### config.mk
export PLATFORM = sky130hd
export DESIGN_NAME = nibble_serial_adder
export DESIGN_NICKNAME = d
export VERILOG_FILES = /design/src/rtl/nibble_adder_pkg.sv /design/src/rtl/nibble_serial_adder_fa.sv /design/src/rtl/nibble_serial_adder.sv
export SDC_FILE = /design/constraint.sdc
export NUM_CORES = 1
export LEC_CHECK = 0
export ABC_CLOCK_PERIOD_IN_PS = 6700
export BUFFER_PORTS_ARGS = -buffer_cell sky130_fd_sc_hd__buf_2
export CORE_MARGIN = 8
export CORE_UTILIZATION = 51
export CTS_CLUSTER_SIZE = 28
export DETAILED_ROUTE_END_ITERATION = 7
export HOLD_SLACK_MARGIN = 0.15
export PLACE_DENSITY_LB_ADDON = 0.05
export SLEW_MARGIN = 10
export SYNTH_ARGS = -nofsm -noshare
export SYNTH_HDL_FRONTEND = slang
export SYNTH_SLANG_ARGS = --single-unit
### constraint.sdc
create_clock -name clk -period 6.7 [get_ports clk]
set_clock_uncertainty 0.15 [all_clocks]
set_input_delay 1.005 -clock clk [delete_from_list [all_inputs] [get_ports clk]]
set_output_delay 1.005 -clock clk [all_outputs]
set_load 0.1 [all_outputs]
### src/rtl/nibble_adder_pkg.sv
// Shared types and sizing helpers for the nibble-serial adder.
// The serial datapath reuses one slice-wide ripple adder.
package nibble_adder_pkg;

  localparam int SIZE_DEF  = 4;
  localparam int WORDS_DEF = 4;
  localparam int IDX_W     = $clog2(WORDS_DEF);

  typedef enum logic [1:0] {
    IDLE = 2'b00,
    RUN  = 2'b01,
    DONE = 2'b10
  } state_t;

  function automatic int idxWidth(input int words);
    return (words < 2) ? 1 : $clog2(words);
  endfunction

endpackage

### src/rtl/nibble_serial_adder_fa.sv
// Combinational ripple-carry adder, one slice wide.
// Instantiated once by the serial adder and reused every cycle.
module FullAdder4bit #(
  parameter int SIZE = 4
) (
  input  logic [SIZE-1:0] a,
  input  logic [SIZE-1:0] b,
  input  logic            cin,
  output logic [SIZE-1:0] s,
  output logic            cout
);

  logic [SIZE:0] c;

  assign c[0] = cin;

  for (genvar i = 0; i < SIZE; i++) begin : gBit
    assign s[i]   = a[i] ^ b[i] ^ c[i];
    assign c[i+1] = (a[i] & b[i]) | (c[i] & (a[i] ^ b[i]));
  end

  assign cout = c[SIZE];

endmodule

### src/rtl/nibble_serial_adder.sv
// Wide adder built from one slice adder, LSB slice first.
// Carry is registered between slices; valid/ready on both sides.
module nibble_serial_adder
  import nibble_adder_pkg::*;
#(
  parameter int SIZE  = SIZE_DEF,
  parameter int WORDS = WORDS_DEF
) (
  input  logic                  clk,
  input  logic                  rst_n,
  input  logic                  in_valid,
  output logic                  in_ready,
  input  logic [WORDS*SIZE-1:0] a_in,
  input  logic [WORDS*SIZE-1:0] b_in,
  input  logic                  cin_in,
  output logic                  out_valid,
  input  logic                  out_ready,
  output logic [WORDS*SIZE-1:0] sum_out,
  output logic                  cout_out,
  output logic                  ovf_out
);

  localparam int W  = WORDS * SIZE;
  localparam int IW = idxWidth(WORDS);
  localparam logic [IW-1:0] LAST = IW'(WORDS - 1);

  state_t          state;
  logic [IW-1:0]   idx;
  logic [W-1:0]    aSh;
  logic [W-1:0]    bSh;
  logic            carry;
  logic [SIZE-1:0] s;
  logic            cout;
  logic            msbCarry;

  FullAdder4bit #(
    .SIZE(SIZE)
  ) uAdd (
    .a   (aSh[SIZE-1:0]),
    .b   (bSh[SIZE-1:0]),
    .cin (carry),
    .s   (s),
    .cout(cout)
  );

  // Carry into the top bit of the slice, recovered from its sum bit.
  assign msbCarry = aSh[SIZE-1] ^ bSh[SIZE-1] ^ s[SIZE-1];
  assign in_ready = (state == IDLE);

  always_ff @(posedge clk or negedge rst_n) begin
    if (!rst_n) begin
      state     <= IDLE;
      idx       <= '0;
      aSh       <= '0;
      bSh       <= '0;
      carry     <= 1'b0;
      sum_out   <= '0;
      cout_out  <= 1'b0;
      ovf_out   <= 1'b0;
      out_valid <= 1'b0;
    end else begin
      unique case (state)
        IDLE: begin
          if (in_valid) begin
            aSh   <= a_in;
            bSh   <= b_in;
            carry <= cin_in;
            idx   <= '0;
            state <= RUN;
          end
        end
        RUN: begin
          sum_out[idx*SIZE +: SIZE] <= s;
          carry <= cout;
          aSh   <= aSh >> SIZE;
          bSh   <= bSh >> SIZE;
          idx   <= idx + 1'b1;
          if (idx == LAST) begin
            cout_out  <= cout;
            ovf_out   <= cout ^ msbCarry;
            out_valid <= 1'b1;
            idx       <= '0;
            state     <= DONE;
          end
        end
        DONE: begin
          if (out_ready) begin
            out_valid <= 1'b0;
            state     <= IDLE;
          end
        end
        default: begin
          out_valid <= 1'b0;
          state     <= IDLE;
        end
      endcase
    end
  end

endmodule

After elaboration in Yosys (flattened, before gate mapping)
Index checks and enable logic that the tools add are counted.

Eq/ne operators: 6. Add/subtract/negate cells: 2. Muxes and demuxes: 17. Bitwise operators: 23. Reductions and logical operators: 6. Shift operators: 2.

Operator list (count): 16-bit case mux with 2 select lines (2); 4-bit negator with 34-bit output (1); 4-bit by 34-bit variable shift with 16-bit output (first input constant) (1); 4-bit by 34-bit variable part select with 16-bit output (1); 16-bit two-way mux (2); 16-bit bitwise mux (1); 2-bit two-way mux (5); 1-bit XOR (10); 1-bit bitwise AND (8); 2-bit != test (second input constant) (3); 2-bit case mux with 3 select lines (1); 3-bit AND reduction (2); 2-bit equality test (second input constant) (2); 1-bit OR (4); 2-bit case mux with 2 select lines (1); 2-bit AND reduction (2); 1-bit two-way mux (3); 1-bit case mux with 3 select lines (1); 2-bit by 1-bit adder with 2-bit output (second input constant) (1); 2-bit by 1-bit equality test with 1-bit output (second input constant) (1); 2-bit logical NOT (1); 1-bit case mux with 2 select lines (1); 2-bit nonzero test (1); 1-bit inverter (1).

Register bits: 56. Word-level logic and storage cells: 65.

Logic depth before layout (Yosys ltp)
Gate-level depths: netlist of the first run.

Word-level depth: 10. Gate-level depth with buffers: 9. Mapped depth without buffers: 9.

By module
Synthesis of the first run repeated with hierarchy kept, for this count alone.

Cell total of the unflattened synthesis: 285. Area, all modules: 2932.8 sq um.

By module, submodules not included: nibble_serial_adder (seq. area each 1401.3 sq um, area each 2815.2 sq um, cells each 271, times used 1); FullAdder4bit (seq. area each 0.0 sq um, area each 117.6 sq um, cells each 14, times used 1).

Least setup slack after synthesis of the first run
Ideal clock, no wire load.

Path type: flip-flop to output port. Start point: register state[1]. End point: output port in_ready. Path slack: 3520 ps. Buffers on the path: 2. Data arrival time: 2025 ps. Stages on the path, launching flop included: 4. Data required time: 5545 ps. Path through: dfrtp_1 buf_2 buf_1 nor2_1.

Word-level cells in the longest chain between the ends: 1.

Ends and longest elaborated chain: from (decl) (RTL line nibble_serial_adder.sv:27) `state_t state;`; from (signal assigned) (RTL line nibble_serial_adder.sv:52) `state <= IDLE;`; from (signal assigned) (RTL line nibble_serial_adder.sv:69) `state <= RUN;`; from (signal assigned) (RTL line nibble_serial_adder.sv:83) `state <= DONE;`; 2-bit logical NOT (RTL line nibble_serial_adder.sv:48) `assign in_ready = (state == IDLE);`; to (decl) (RTL line nibble_serial_adder.sv:12) `output logic in_ready,`.

No other way between the ends.

Worst setup path in the final report of the first run
Start point: register state[0]. End point: output port in_ready.

Same word-level chain as after synthesis.

==> impl_metrics.tcl, run 1 <==
set metrics [dict create \
    mostFrequentLayoutCells "56 x dfrtp_1, 56 x buf_2, 26 x nand2_1, 23 x o21ai_0, 13 x nand2b_1" \
    grt_overflow_total 0 \
    comb_power_share_pct 54.8 \
    nFillCells 448 \
    netlist_instances 245 \
    hold_violations 0 \
    worstHoldStart "sum_out[0]" \
    root_buffer "clkbuf_8" \
    clockPowerShare_pct 11.0 \
    end_kind "primary output" \
    switching_share_pct 48.6 \
    synthToLayoutAreaGrowth_pct 15.3 \
    clock_sinks 56 \
    grt_max_degree 57 \
    synth_edf_count 0 \
    track_usage_pct 16.6 \
    ctsResizeCount 0 \
    rr_startpoint "aSh[0]" \
    ys_seq_area_share_pct 52.1 \
    worstSetupPathType "flop to primary output" \
    timing.rr.end "ovf_out" \
    start_util_pct 52.7 \
    setup_tns_ps 0 \
    fp.dieH_um 88.6 \
    vdd_drop_max_mv 0.218 \
    async_reset_ff_share_pct 100 \
    fin_hold_ws_ps 332 \
    layout.nets 344 \
    first_pass_iters 4 \
    fin_area_um2 3100 \
    p_sw_mw 0.823 \
    finalWorstSetupSlack_ps 3900 \
    status "finished, final reports clean" \
    dp.cells 359 \
    antenna_found_initial 0 \
    layout_min_cycle_time_ps 2800 \
    port_buffers 56 \
    wl_per_cell_um 16.6 \
    drv_slew 0 \
    r2r_slack_ps 4120 \
    synthTopCellsByArea "dfrtp_1 52%, o21ai_0 4.3%, a221o_1 4.1%" \
    place_area_um2 3010 \
    cts.reportedPaths.clkPinSlew_ps 90 \
    yosys.area.top_type_share_pct 52.1 \
    ff2ff_path_depth 8 \
    fp.dieW_um 88.6 \
    multi_input_area_um2 1180 \
    gp_congestion 0.779 \
    final_cell_count_no_fill 367 \
    synth_nets 293 \
    worst_slew_pin_slew_ps 818 \
    cts-buffers-inserted 5 \
    min_path_type "flop to flop" \
    drive_above_1_share_pct 24.6 \
    drc 0 \
    regArea_um2 1400 \
    ys.flop_type "dfrtp_1" \
    ant_nets 0 \
    wirelength_um 6070 \
    synth.avg_cell_area_um2 11.0 \
    fin_util_pct 60.7 \
    fmax_ghz 0.358 \
    critPathArrivalTime_ps 1640 \
    min_to "sum_out[0]" \
    tritoncts "built" \
    period_share_pct 41.7 \
    row_count 26 \
    cts_hold_buf 0 \
    drtIter0Drc 128 \
    synth.ff_latch_count 56 \
    ios 57 \
    yosys.area.top_type "dfrtp_1" \
    internal_power_mw 0.871 \
    dp_slack_ps 4090 \
    rsz0062_at_grt "false" \
    maxCapViolCount 0 \
    post-dp-hpwl_um 4320 \
    p_per_area_nw_per_um2 546 \
    synth_cell_type_count 37 \
    yosys_warnings 0 \
    total_power_mw 1.69 \
    cp_max_fo 21 \
    cts_setup_buffers 0 \
    clk_latency_ps 300 \
    die-area_um2 7850 \
    start_kind "flop" \
    power_frac_seq_pct 34.2 \
    slew_headroom_pct 45.3 \
    grt_pass1_vias 2173 \
    vias_per_cell 5.62 \
    power.leakage_nw 1.51 \
    cts.path.max_buffers 2 \
    setup_viol_count_final 0 \
    grt_pass1_wl_um 10200 \
    worst_ep_required_time_ps 5540 \
    h-tree-depth 2 \
    core_area_um2 5110 \
    syn_area_um2 2690 \
    diodes 0 \
    vias 2061 \
    whs_path_depth 2 \
]
## power by group through the flow
stage	Combinational, mW	Clock [mW]	Sequential [mW]
2_1_floorplan	0.565	0	0.762
3_3_place_gp	0.927	0	0.582
3_5_place_dp	0.933	0	0.586
4_1_cts	0.936	0.192	0.579
5_1_grt	1.02	0.204	0.599
6_report	0.928	0.187	0.579
## logic make-up (layout without fill, tap and decap cells)
kind of cell,after synthesis,count (layout),synth area share [%]
mux,1,1,0.419
xor+xnor,2,2,0.651
compound gates,85,85,23.6
buf+inv,25,77,4.00
flops,56,56,52.1
fa+ha+maj,11,11,6.23
simple gates,65,65,13.0
## flip-flops by register name (all words and copies together) (netlist names)
name	cells
cout_out	1
idx	2
bSh	16
carry	1
sum_out	16
ovf_out	1
state	2
out_valid	1
aSh	16
## per-layer routing
metal / global-route usage [%] / vias up / share of wire [%]
met2: 28.4 / 58 / 49
met5: 0 / - / 0
met4: 6.91 / 0 / 1.3
met3: 3.81 / 7 / 6.3
met1: 19.5 / 997 / 43
li1: - / 999 / -
## layout make-up
cell class	instances	area share (%)
repair buffers	59	9.77
inverters	10	1.21
flip-flops and latches	56	45.2
clock buffers	8	2.91
well taps	70	2.82
multi-input cells	164	38.1
## worst max-delay path by stage
stage                     cells past startpoint  startpoint  slack, ps       end
after floorplan                               3    state[1]       3520  in_ready
after global placement                        4    in_valid       4150    bSh[1]
after detailed placement                      4    in_valid       4090    bSh[0]
after CTS                                     2    state[0]       3890  in_ready
after global routing                          2    state[0]       3840  in_ready
final                                         2    state[0]       3900  in_ready
## worst max-delay path: stages (launching register included)
cell,delay [ps]
dfrtp_1,690
nor2_1,200
buf_2,440
## cells in the mapped netlist (2+ instances only)
cell type	count
a21oi_1	2
a221o_1	11
a22o_1	12
a22oi_1	3
a2bb2oi_1	11
and4_1	2
buf_2	8
clkbuf_1	5
dfrtp_1	56
fa_1	4
ha_1	7
inv_1	9
nand2_1	26
nand2b_1	13
nand3b_1	2
nand4_1	3
nor2_1	10
nor2b_1	3
o21ai_0	23
o21ai_2	3
o22a_1	5
o22ai_1	9
o2bb2ai_1	4
Note: power is estimated with default switching activity, not from simulation.
==> inputs of run 2 (changes only) <==
Settings changed: ABC_AREA from default to 1, ABC_CLOCK_PERIOD_IN_PS 6700 to 2500, CORE_UTILIZATION 51 to 49.
Clock period 6.7 ns to 2.5 ns, I/O delays scaled along.
==> run 2 against run 1 <==
Sequential share of layout area is 3.4 points lower. Non-clock buffer count is 11 higher. Via count increased by 14%. Utilization fell by 0.50 points.
==> impl_metrics.tcl, run 2 <==
set metrics [dict create \
    wl_met1_um 2940 \
    whs_path_depth 3 \
    worst_slew_pin_slew_ps 714 \
    ys_seq_area_share_pct 49.1 \
    gp_congestion 0.777 \
    synth.ff_latch_count 56 \
    yosysMostFrequentCell "nand2_1" \
    layout_min_cycle_time_ps 2450 \
    setup_viol_count_final 0 \
    mostFrequentLayoutCells "80 x nand2_1, 59 x inv_1, 56 x dfrtp_1, 56 x buf_2, 44 x o21ai_0" \
    fp.dieW_um 92.3 \
    period_share_pct 97.8 \
    cts.reportedPaths.clkPinSlew_ps 100 \
    wl_per_cell_um 12.9 \
    ff2ff_path_depth 12 \
    cp_max_fo 4 \
    drtIter0Drc 59 \
    grt_pass1_wl_um 11600 \
    drv_slew 0 \
    status "finished, final reports clean" \
    ys_top_cells_by_count "81 x nand2_1, 62 x inv_1, 56 x dfrtp_1, 47 x o21ai_0, 42 x nand3_1" \
    synth_nets 396 \
    layout.nets 459 \
    antenna_found_initial 0 \
    final_common_cell "nand2_1" \
    ant_nets 0 \
    synthTopCellsByArea "dfrtp_1 49%, nand2_1 11%, o21ai_0 8.2%" \
    port_buffers 56 \
    slew_headroom_pct 52.4 \
    track_usage_pct 16.5 \
    fp.dieH_um 92.3 \
    first_pass_iters 7 \
    synth_cell_type_count 23 \
    synth.avg_cell_area_um2 8.19 \
    clk_latency_ps 310 \
    worst_ep_required_time_ps 2560 \
    syn_area_um2 2850 \
    min_path_type "primary input to flop" \
    cts.path.max_buffers 2 \
    r2r_slack_ps 50 \
    diodes 0 \
    top_regs "aSh x16, bSh x16, sum_out x16" \
    rr_startpoint "aSh[0]" \
    netlist_instances 348 \
    yosys.area.top_type "dfrtp_1" \
    max_stage_delay_ps 470 \
    fmax_ghz 0.409 \
    start_util_pct 51.2 \
    end_kind "flop" \
    worstSetupPathType "flop to flop" \
    maxCapViolCount 0 \
    ys.flop_type "dfrtp_1" \
    drive_above_1_share_pct 20.4 \
    rsz0062_at_grt "true" \
    drc 0 \
    grt_max_degree 60 \
    cp_slowest_cell "fa_2" \
    grt_pass1_vias 2538 \
    timing.rr.end "ovf_out" \
    yosys_warnings 0 \
    vias_per_cell 4.84 \
    die-area_um2 8520 \
    min_to "bSh[14]" \
    clock_sinks 56 \
    tritoncts "built" \
    highest_layer "met4" \
    yosys.area.top_type_share_pct 49.1 \
    core_area_um2 5570 \
    synthToLayoutAreaGrowth_pct 17.7 \
    hold_violations 0 \
    worstHoldStart "b_in[14]" \
    post-dp-hpwl_um 4410 \
    ios 57 \
    start_kind "flop" \
    synth_edf_count 0 \
    grt_overflow_total 0 \
    root_buffer "clkbuf_8" \
    async_reset_ff_share_pct 100 \
    h-tree-depth 2 \
    cts-buffers-inserted 5 \
    vias 2341 \
    row_count 27 \
    setup_tns_ps 0 \
    critPathArrivalTime_ps 2500 \
    wl_met3_um 238 \
    routed-wl-met2_um 3000 \
    wirelength_um 6260 \
    crit_chain "inv_2, fa_2, fa_2, inv_2, fa_2, fa_2, inv_2, nand2_1, nand3_1, nand2_1, nand2_1, nand2_1" \
]
[run 2: cell count changes after synthesis, moves of 11 or more]
cell       change
inv_1         +53
o21ai_0       +24
nand3_1       +42
a221o_1       -11
nand2b_1      -13
a2bb2oi_1     -11
a22o_1        -12
nand2_1       +55
[run 2: how the worst max path moves through the flow]
stage / from / endpoint / slack [ps] / cells past startpoint
after detailed placement: aSh[0] / sum_out[7] / -40 / 9
after CTS: aSh[0] / ovf_out / -6 / 12
after global routing: aSh[0] / ovf_out / -20 / 12
after global placement: aSh[0] / sum_out[7] / 30 / 9
final: aSh[0] / ovf_out / 50 / 12
after floorplan: aSh[0] / ovf_out / 60 / 12
[run 2: cell type report]
type | instances | area (um^2)
tap | 72 | 90.1
sequential | 56 | 1400
multi-input combinational | 214 | 1100
clock buffer | 6 | 72.6
inverter | 64 | 248
timing repair buffer | 70 | 412
fill | 543 | 2220
clock inverter | 2 | 35.0
[run 2: kinds of logic after synthesis]
group | count (synthesis) | synth area share, %
AO/OA/AOI/OAI | 56 | 10.0
adder cells (fa/ha/maj) | 11 | 5.88
buffers and inverters | 78 | 13.0
flip-flops | 56 | 49.1
AND/OR/NAND/NOR | 147 | 22.0
[run 2: layer usage]
| metal | GRT usage, % | up-vias |
|---|---|---|
| met2 | 28.2 | 48 |
| li1 | - | 1206 |
| met4 | 4.97 | 0 |
| met3 | 3.59 | 7 |
| met5 | 0 | - |
| met1 | 20.4 | 1080 |
[run 2: stage by stage]
| stage | instance area (um^2) | setup slack [ps] | hold WS (ps) | util, % | cells |
|---|---|---|---|---|---|
| final | 3360 | 54.0 | 171 | 60.2 | 484 |
| after global routing | 3360 | -21.6 | 207 | 60.2 | 484 |
| after CTS | 3340 | -6.03 | 160 | 59.9 | 484 |
| after detailed placement | 3140 | -40.3 | 318 | 56.3 | 467 |
| after global placement | 3140 | 25.5 | 312 | 56.3 | 467 |
| after floorplan | 2850 | 64.0 | -70.6 | - | 348 |
[run 2: critical path: cells and delay by family, from the launching register on]
family	cells	cell delay, ps
adder cells (fa/ha/maj)	4	1400
flip-flops	1	350
AND/OR/NAND/NOR	5	250
buffers and inverters	3	190
[run 2: timing repair]
action,CTS,global route
gates resized for setup,2,11
hold endpoints to repair,64,0
setup buffers,0,0
setup endpoints to repair,4,5
hold buffers,9,0
cloned,0,0
pin swaps,1,2
Power of run 2 is not shown: default switching activity piles up to over one toggle a cycle in this logic, so the estimate is an artifact.
